<file path="src/rtl/multicycle_controller.sv">
// Sequencing FSM for the multi-cycle RV32I datapath: drives mux selects, register
// enables and ALU operation each cycle for lw, sw, R-type, I-type ALU, beq and jal.
module multicycle_controller #(
    parameter bit USE_MEM_READY = 1'b1
) (
    input  logic       clk,
    input  logic       rst_n,
    input  logic [6:0] op,
    input  logic [2:0] funct3,
    input  logic       funct7_5,
    input  logic       zero,
    input  logic       mem_ready,
    output logic       pc_write,
    output logic       adr_src,
    output logic       mem_write,
    output logic       ir_write,
    output logic [1:0] result_src,
    output logic [1:0] alu_src_a,
    output logic [1:0] alu_src_b,
    output logic [1:0] imm_src,
    output logic       reg_write,
    output logic [2:0] alu_control,
    output logic       illegal_op,
    output logic [3:0] state
);

    localparam logic [6:0] OP_LW  = 7'b0000011;
    localparam logic [6:0] OP_SW  = 7'b0100011;
    localparam logic [6:0] OP_R   = 7'b0110011;
    localparam logic [6:0] OP_I   = 7'b0010011;
    localparam logic [6:0] OP_BEQ = 7'b1100011;
    localparam logic [6:0] OP_JAL = 7'b1101111;

    localparam logic [3:0] S_FETCH    = 4'd0;
    localparam logic [3:0] S_DECODE   = 4'd1;
    localparam logic [3:0] S_MEMADR   = 4'd2;
    localparam logic [3:0] S_MEMREAD  = 4'd3;
    localparam logic [3:0] S_MEMWB    = 4'd4;
    localparam logic [3:0] S_MEMWRITE = 4'd5;
    localparam logic [3:0] S_EXECR    = 4'd6;
    localparam logic [3:0] S_EXECI    = 4'd7;
    localparam logic [3:0] S_ALUWB    = 4'd8;
    localparam logic [3:0] S_BEQ      = 4'd9;
    localparam logic [3:0] S_JAL      = 4'd10;

    logic [3:0] r_state;
    logic [3:0] w_next;
    logic       w_illegal_set;
    logic       w_mem_ready;
    logic       w_pc_write;
    logic       w_mem_write;
    logic       w_ir_write;
    logic       w_reg_write;

    // ALU operation for EXECR/EXECI; only R-type may subtract.
    function automatic logic [2:0] alu_decode(input logic [6:0] f_op,
                                              input logic [2:0] f_funct3,
                                              input logic       f_funct7_5);
        logic [2:0] v_ctl;
        case (f_funct3)
            3'b000:  v_ctl = ((f_op == OP_R) && f_funct7_5) ? 3'b001 : 3'b000;
            3'b010:  v_ctl = 3'b101;
            3'b110:  v_ctl = 3'b011;
            3'b111:  v_ctl = 3'b010;
            default: v_ctl = 3'b000;
        endcase
        return v_ctl;
    endfunction

    assign w_mem_ready = USE_MEM_READY ? mem_ready : 1'b1;
    assign state       = r_state;

    // State register and sticky illegal-opcode flag.
    always_ff @(posedge clk or negedge rst_n) begin
        if (!rst_n) begin
            r_state    <= S_FETCH;
            illegal_op <= 1'b0;
        end else begin
            r_state    <= w_next;
            illegal_op <= illegal_op | w_illegal_set;
        end
    end

    // Next-state logic.
    always_comb begin
        w_next        = S_FETCH;
        w_illegal_set = 1'b0;
        case (r_state)
            S_FETCH:    w_next = w_mem_ready ? S_DECODE : S_FETCH;
            S_DECODE: begin
                case (op)
                    OP_LW, OP_SW: w_next = S_MEMADR;
                    OP_R:         w_next = S_EXECR;
                    OP_I:         w_next = S_EXECI;
                    OP_BEQ:       w_next = S_BEQ;
                    OP_JAL:       w_next = S_JAL;
                    default: begin
                        w_next        = S_FETCH;
                        w_illegal_set = 1'b1;
                    end
                endcase
            end
            S_MEMADR:   w_next = (op == OP_SW) ? S_MEMWRITE : S_MEMREAD;
            S_MEMREAD:  w_next = w_mem_ready ? S_MEMWB : S_MEMREAD;
            S_MEMWB:    w_next = S_FETCH;
            S_MEMWRITE: w_next = w_mem_ready ? S_FETCH : S_MEMWRITE;
            S_EXECR:    w_next = S_ALUWB;
            S_EXECI:    w_next = S_ALUWB;
            S_ALUWB:    w_next = S_FETCH;
            S_BEQ:      w_next = S_FETCH;
            S_JAL:      w_next = S_ALUWB;
            default:    w_next = S_FETCH;
        endcase
    end

    // Output decode; strobes are additionally forced low while in reset.
    always_comb begin
        w_pc_write  = 1'b0;
        w_mem_write = 1'b0;
        w_ir_write  = 1'b0;
        w_reg_write = 1'b0;
        adr_src     = 1'b0;
        result_src  = 2'b00;
        alu_src_a   = 2'b00;
        alu_src_b   = 2'b00;
        alu_control = 3'b000;
        case (r_state)
            S_FETCH: begin
                alu_src_b  = 2'b10;
                result_src = 2'b10;
                w_ir_write = w_mem_ready;
                w_pc_write = w_mem_ready;
            end
            S_DECODE: begin
                alu_src_a = 2'b01;
                alu_src_b = 2'b01;
            end
            S_MEMADR: begin
                alu_src_a = 2'b10;
                alu_src_b = 2'b01;
            end
            S_MEMREAD:  adr_src = 1'b1;
            S_MEMWB: begin
                result_src  = 2'b01;
                w_reg_write = 1'b1;
            end
            S_MEMWRITE: begin
                adr_src     = 1'b1;
                w_mem_write = 1'b1;
            end
            S_EXECR: begin
                alu_src_a   = 2'b10;
                alu_control = alu_decode(op, funct3, funct7_5);
            end
            S_EXECI: begin
                alu_src_a   = 2'b10;
                alu_src_b   = 2'b01;
                alu_control = alu_decode(op, funct3, funct7_5);
            end
            S_ALUWB:    w_reg_write = 1'b1;
            S_BEQ: begin
                alu_src_a   = 2'b10;
                alu_control = 3'b001;
                w_pc_write  = zero;
            end
            S_JAL: begin
                alu_src_a  = 2'b01;
                alu_src_b  = 2'b10;
                w_pc_write = 1'b1;
            end
            default: begin
                adr_src = 1'b0;
            end
        endcase
    end

    // Immediate format follows the opcode directly.
    always_comb begin
        case (op)
            OP_SW:   imm_src = 2'b01;
            OP_BEQ:  imm_src = 2'b10;
            OP_JAL:  imm_src = 2'b11;
            default: imm_src = 2'b00;
        endcase
    end

    assign pc_write  = w_pc_write  & rst_n;
    assign mem_write = w_mem_write & rst_n;
    assign ir_write  = w_ir_write  & rst_n;
    assign reg_write = w_reg_write & rst_n;

endmodule

</file>
<file path="config.mk">
export PLATFORM = sky130hd
export DESIGN_NAME = multicycle_controller
export DESIGN_NICKNAME = d
export VERILOG_FILES = /design/src/rtl/multicycle_controller.sv
export SDC_FILE = /design/constraint.sdc
export NUM_CORES = 1
export LEC_CHECK = 0
export ABC_CLOCK_PERIOD_IN_PS = 3000
export BUFFER_PORTS_ARGS = -buffer_cell sky130_fd_sc_hd__clkbuf_2
export CAP_MARGIN = 20
export CORE_MARGIN = 3
export CORE_UTILIZATION = 40
export DETAILED_ROUTE_END_ITERATION = 8
export PLACE_DENSITY = 0.73
export SYNTH_ARGS = -nofsm -noshare
export SYNTH_HDL_FRONTEND = slang
export SYNTH_SLANG_ARGS = --single-unit
</file>
<file path="constraint.sdc">
create_clock -name clk -period 3 [get_ports clk]
set_input_delay 0.6 -clock clk [delete_from_list [all_inputs] [get_ports clk]]
set_output_delay 0.6 -clock clk [all_outputs]
set_load 0.005 [all_outputs]
</file>
==> metrics.txt, run 1 <==
outcome=completed; first-pass GRT wire length=2.70 mm; worst skew pair latency=0.24 ns; Die W=47.0 um; largest net degree at the start of global routing=22; critical path class=reg2out; die height=47.0 um; CTS Buf Count=3; top_reg_cell synth=dfrtp_1; MaxCap Viol Count=0; net count after synthesis=101; ant diodes=0; CP startpoint kind=register; RSZ-0062 raised after global routing=no; RR Startpoint=state[2]; CTS tree=done; area grow syn2layout=26.8%; DRC viols=0; starting density of the core=43.6%; IO Port Bufs=35; # H-tree levels=1; Worst setup endpoint=pc_write; Hold Fails Final Rpt=0; Synth Cell Area=672 um2; DIE AREA=2210 um2; io pins=36; buffer depth of the longest clock path=2; GRT overflow=0; Final min period=2.32 ns; Hold WC Path Type=in2async; Post-DRT Antenna Nets=0; achievable clock frequency=0.432 GHz; initial antenna violation count=0; mean area per synthesized cell=7.81 um2; CP Capture Type=output pin; clock sinks=5; vias in the first global route=660; register area share after synthesis=18.6%; Routed WL per cell=12.8 um; r2r worst-path depth=3; vias=734; Yosys warning total=0; GRT Total Usage=16.8%; worst hold margin=0.194 ns; Fin Clk Skew=0.00318 ns; total setup buffers inserted after CTS=0; final RePlAce weighted congestion=0.808; reg2reg end=state[0]; crit share post-route=77.2%; CTS root buffer=clkbuf_4; register bit total from synthesis=5; Setup WS post-layout=0.685 ns; Syn Inst Count=86; r2r setup slk=1.44 ns; Hold-fix buffers, CTS=0; drt total wl=1.73 mm; NumNets Final=135; core box area=1540 um2; share of layout cells above drive strength 1=38.7%; Post-DP HPWL=1.33 mm; maximum VDD drop=0.000230 V; Max Slew Vio Count=0; relative slew slack=54.6%; DR iter-0 viols=17; PostCTS Resize Cnt=0; Post-synth EDFFs=0; asr flop ratio synth=100%; Avg Vias per Cell=5.44; worst setup path start=state[1]; Setup TNS Final=0 ns; standard-cell rows=14; final setup fails=0; fill cell count=152; Static Leakage=0.000439 uW; dpl ws=0.822 ns; cell area power density=306 nW/um2; Required @ worst endpoint=2.40 ns; synth unique cells=43; worst slew pin tran=0.681 ns; arrival time of the worst setup path=1.72 ns; drt first pass iters=4; Worst Path Max Fanout=19; CTS clk-pin slew, worst paths=0.04 ns
-- synthesized netlist by cell type (all sizes together) (2+ instances only) --
| cell type | n | area share [%] |
|---|---|---|
| a21oi | 4 | 3.5 |
| a22oi | 2 | 2.2 |
| and2 | 2 | 1.9 |
| and3 | 3 | 2.8 |
| buf | 6 | 6.1 |
| dfrtp | 5 | 19 |
| inv | 3 | 1.7 |
| nand2 | 7 | 3.9 |
| nand2b | 2 | 1.9 |
| nand3 | 3 | 2.2 |
| nand4 | 2 | 1.9 |
| nor2 | 9 | 5.0 |
| nor2b | 5 | 4.7 |
| nor3 | 2 | 2.2 |
| nor3b | 3 | 3.4 |
| nor4 | 2 | 1.9 |
| o21ai | 3 | 2.2 |
| o22ai | 2 | 1.9 |
| xnor2 | 2 | 2.6 |
-- where the power goes --
group | internal [uW] | switching, uW | leakage (uW) | total [uW]
Clock | 50.1 | 24.4 | 0.0000150 | 74.5
Combinational | 50.7 | 45.3 | 0.000361 | 96.0
Sequential | 71.0 | 18.8 | 0.0000624 | 89.8
-- area by class of cell --
cell class              instances  area, um2  share of cell area (%)
flip-flops and latches          5        125                    14.7
multi-input cells              72        494                    58.0
clock buffers                   4       26.3                    3.08
inverters                       3       11.3                    1.32
well taps                      16       20.0                    2.35
repair buffers                 35        175                    20.6
-- flip-flops by register name, summed over array words and instances, names as in the netlist --
| signal | cells |
|---|---|
| illegal_op | 1 |
| state | 4 |
-- layer usage --
layer	GRT usage (%)	share of wire, %	wire length, um	vias to the layer above
met5	0	0	0	-
met4	4.97	0	0	0
met1	21.5	44	753	333
met3	2.68	4.5	77	0
li1	-	-	-	384
met2	29.0	52	899	17
-- layout by cell type (no fill, tap or decap), types with 2 or more instances in the layout --
cell and instances:
and3_1 3, a22oi_1 2, xnor2_1 2, dfrtp_1 5
nor4_1 2, nor2b_1 5, nand3_1 3, nand4_1 2
o21ai_0 3, nand2b_1 2, nand2_1 7, nor3b_1 3
a21oi_1 3, clkbuf_2 35, nor2_1 9, o22ai_1 2
clkbuf_4 3, inv_1 3
-- through the flow --
stage / instances / total power, uW / utilization, % / cell area, um2
after floorplan: 86 / 148 / - / 672
after global placement: 131 / 185 / 53.6 / 826
after detailed placement: 131 / 187 / 53.6 / 826
after CTS: 135 / 266 / 55.3 / 852
after global routing: 135 / 283 / 55.3 / 852
final: 135 / 260 / 55.3 / 852
-- how the worst min path moves through the flow --
stage | cells past startpoint | to | slack [ns]
finish | 1 | state[1] | 0.19
CTS | 1 | state[0] | 0.19
global route | 1 | state[3] | 0.20
global placement | 1 | state[2] | 0.44
detailed placement | 1 | state[3] | 0.45
floorplan | 0 | illegal_op | 0.30
-- critical path, stage by stage (launching register included) --
cell and delay (ns):
dfrtp_1 0.59, or3b_1 0.46, a21o_1 0.19, a21oi_2 0.12, clkbuf_2 0.11
-- logic make-up (layout without fill, tap and decap cells) --
kind of cell / count (synthesis) / in the layout / synth area share [%]
simple gates: 48 / 48 / 44.7
compound gates: 20 / 20 / 23.5
buf+inv: 9 / 42 / 7.82
flops: 5 / 5 / 18.6
xor+xnor: 3 / 3 / 3.91
mux: 1 / 1 / 1.49
Note: power is estimated with default switching activity, not from simulation.
==> run 2: changes to the inputs <==
- ABC_CLOCK_PERIOD_IN_PS: 3000 -> 2200
- clock period: 3 -> 2.2 ns (I/O delays scaled with it)
==> metrics.txt, run 2 (same netlist as run 1, synthesis figures left out) <==
most common cell after layout, fill and taps aside=clkbuf_2 (unchanged); buffer depth of the longest clock path=2 (unchanged); # H-tree levels=1 (unchanged); CTS Buf Count=3 (unchanged); MaxCap Viol Count=0 (unchanged); PnR Total Power=370 uW (was 260 uW); Register Area=125 um2 (unchanged); r2r worst-path depth=4 (was 3); die height=47.0 um (unchanged); r2r setup slk=0.66 ns (was 1.44 ns); Post-DP HPWL=1.37 mm (was 1.33 mm); CP cell instances=buf_4 -> nor2b_1 -> mux2i_1 -> nor2_1 -> clkbuf_2 (was or3b_1 -> a21o_1 -> a21oi_2 -> clkbuf_2); Final min period=2.06 ns; GRT overflow=0 (unchanged); final setup fails=0 (unchanged); maximum VDD drop=0.000396 V (was 0.000230 V); CP startpoint kind=register (unchanged); Routed WL per cell=12.9 um (was 12.8 um); cell area power density=420 nW/um2 (was 306 nW/um2); relative slew slack=64.5% (was 54.6%); outcome=completed (unchanged); area grow syn2layout=31.3% (was 26.8%); io pins=36 (unchanged); share of layout cells above drive strength 1=40.7% (was 38.7%); PostCTS Resize Cnt=0 (unchanged); Required @ worst endpoint=1.76 ns (was 2.40 ns); crit share post-route=93.7%; RR Startpoint=state[1] (was state[2]); CP Capture Type=output pin (unchanged); DRC viols=0 (unchanged); largest net degree at the start of global routing=19 (was 22); fill cell count=158 (was 152); worst skew pair latency=0.25 ns (was 0.24 ns); reg2reg end=state[0] (unchanged); Max Slew Vio Count=0 (unchanged); Worst path slowest cell=dfrtp_1 (unchanged); vias in the first global route=653 (was 660); first-pass GRT wire length=2.59 mm (was 2.70 mm); CTS clk-pin slew, worst paths=0.05 ns (was 0.04 ns); ant diodes=0 (unchanged); starting density of the core=43.6% (unchanged); final RePlAce weighted congestion=0.790 (was 0.808); NumNets Final=139 (was 135); standard-cell rows=14 (unchanged); CTS tree=done (unchanged); CTS root buffer=clkbuf_4 (unchanged); critical path class=reg2out (unchanged); clock sinks=5 (unchanged); crit path buf inv count=2 (was 1); Fin Clk Skew=0.00844 ns (was 0.00318 ns); Avg Vias per Cell=5.50 (was 5.44); crit-path leading delay family=flip-flops (unchanged); drt first pass iters=4 (unchanged); total setup buffers inserted after CTS=0 (unchanged); Worst Path Max Fanout=11 (was 19); Post-DRT Antenna Nets=0 (unchanged); DIE AREA=2210 um2 (unchanged); critical path's largest stage delay=0.53 ns (was 0.59 ns); core box area=1540 um2 (unchanged); worst hold margin=0.0140 ns (was 0.194 ns); max FFs per register=4 (unchanged); Hold WC Path Type=in2async (unchanged); Setup TNS Final=0 ns (unchanged); Hold-fix buffers, CTS=0 (unchanged); WP depth=5 (was 4); worst slew pin tran=0.532 ns (was 0.681 ns); DR iter-0 viols=13 (was 17); achievable clock frequency=0.485 GHz; GRT Total Usage=16.2% (was 16.8%); most frequent cells in the layout=35 x clkbuf_2, 9 x nor2_1, 7 x nand2_1 (unchanged); IO Port Bufs=35 (unchanged); arrival time of the worst setup path=1.62 ns (was 1.72 ns); RSZ-0062 raised after global routing=no (unchanged); drt total wl=1.79 mm (was 1.73 mm); vias=764 (was 734); initial antenna violation count=0 (unchanged); Hold Fails Final Rpt=0 (unchanged); Die W=47.0 um (unchanged); Static Leakage=0.000460 uW (was 0.000439 uW); area of the multi-input gates=494 um2 (unchanged)
run 2: layout make-up:
| type | instances | area share, % |
|---|---|---|
| timing repair buffer | 39 | 23.3 |
| sequential | 5 | 14.2 |
| clock buffer | 4 | 2.98 |
| multi-input combinational | 72 | 56.0 |
| tap | 16 | 2.27 |
| inverter | 3 | 1.28 |
run 2: stage by stage:
stage,utilization (%),cell area [um2],std cells,setup slack [ns]
4_1_cts,57.2,882,139,0.141
2_1_floorplan,-,672,86,0.593
5_1_grt,57.2,882,139,0.0510
3_5_place_dp,55.5,856,135,0.359
6_report,57.2,882,139,0.138
3_3_place_gp,55.5,856,135,0.393
run 2: worst register-to-register path, delay by kind of cell, from the launching register on:
family / cells / cell delay [ns]
buffers and inverters: 1 / 0.23
flip-flops: 1 / 0.49
AO/OA/AOI/OAI: 1 / 0.29
AND/OR/NAND/NOR: 2 / 0.44
run 2: worst max-delay path by stage:
stage	startpoint	to	slack, ns
3_3_place_gp	op[3]	alu_control[0]	0.39
2_1_floorplan	state[1]	pc_write	0.59
6_report	state[1]	alu_src_b[0]	0.14
4_1_cts	state[1]	alu_src_b[0]	0.14
3_5_place_dp	op[3]	alu_control[0]	0.36
5_1_grt	state[1]	alu_src_b[0]	0.05
run 2: where the power goes:
group	switching (uW)	internal [uW]	total, uW
registers	19.7	96.8	117
logic	69.4	73.0	142
clock network	42.3	68.9	111
run 2: metal layers:
metal	routed length, um	vias to the layer above	global-route usage [%]	part of all wire, %
li1	-	389	-	-
met5	0	-	0	0
met2	880	31	28.5	49
met3	135	2	4.60	7.6
met1	760	342	19.2	43
met4	10	0	4.42	0.56
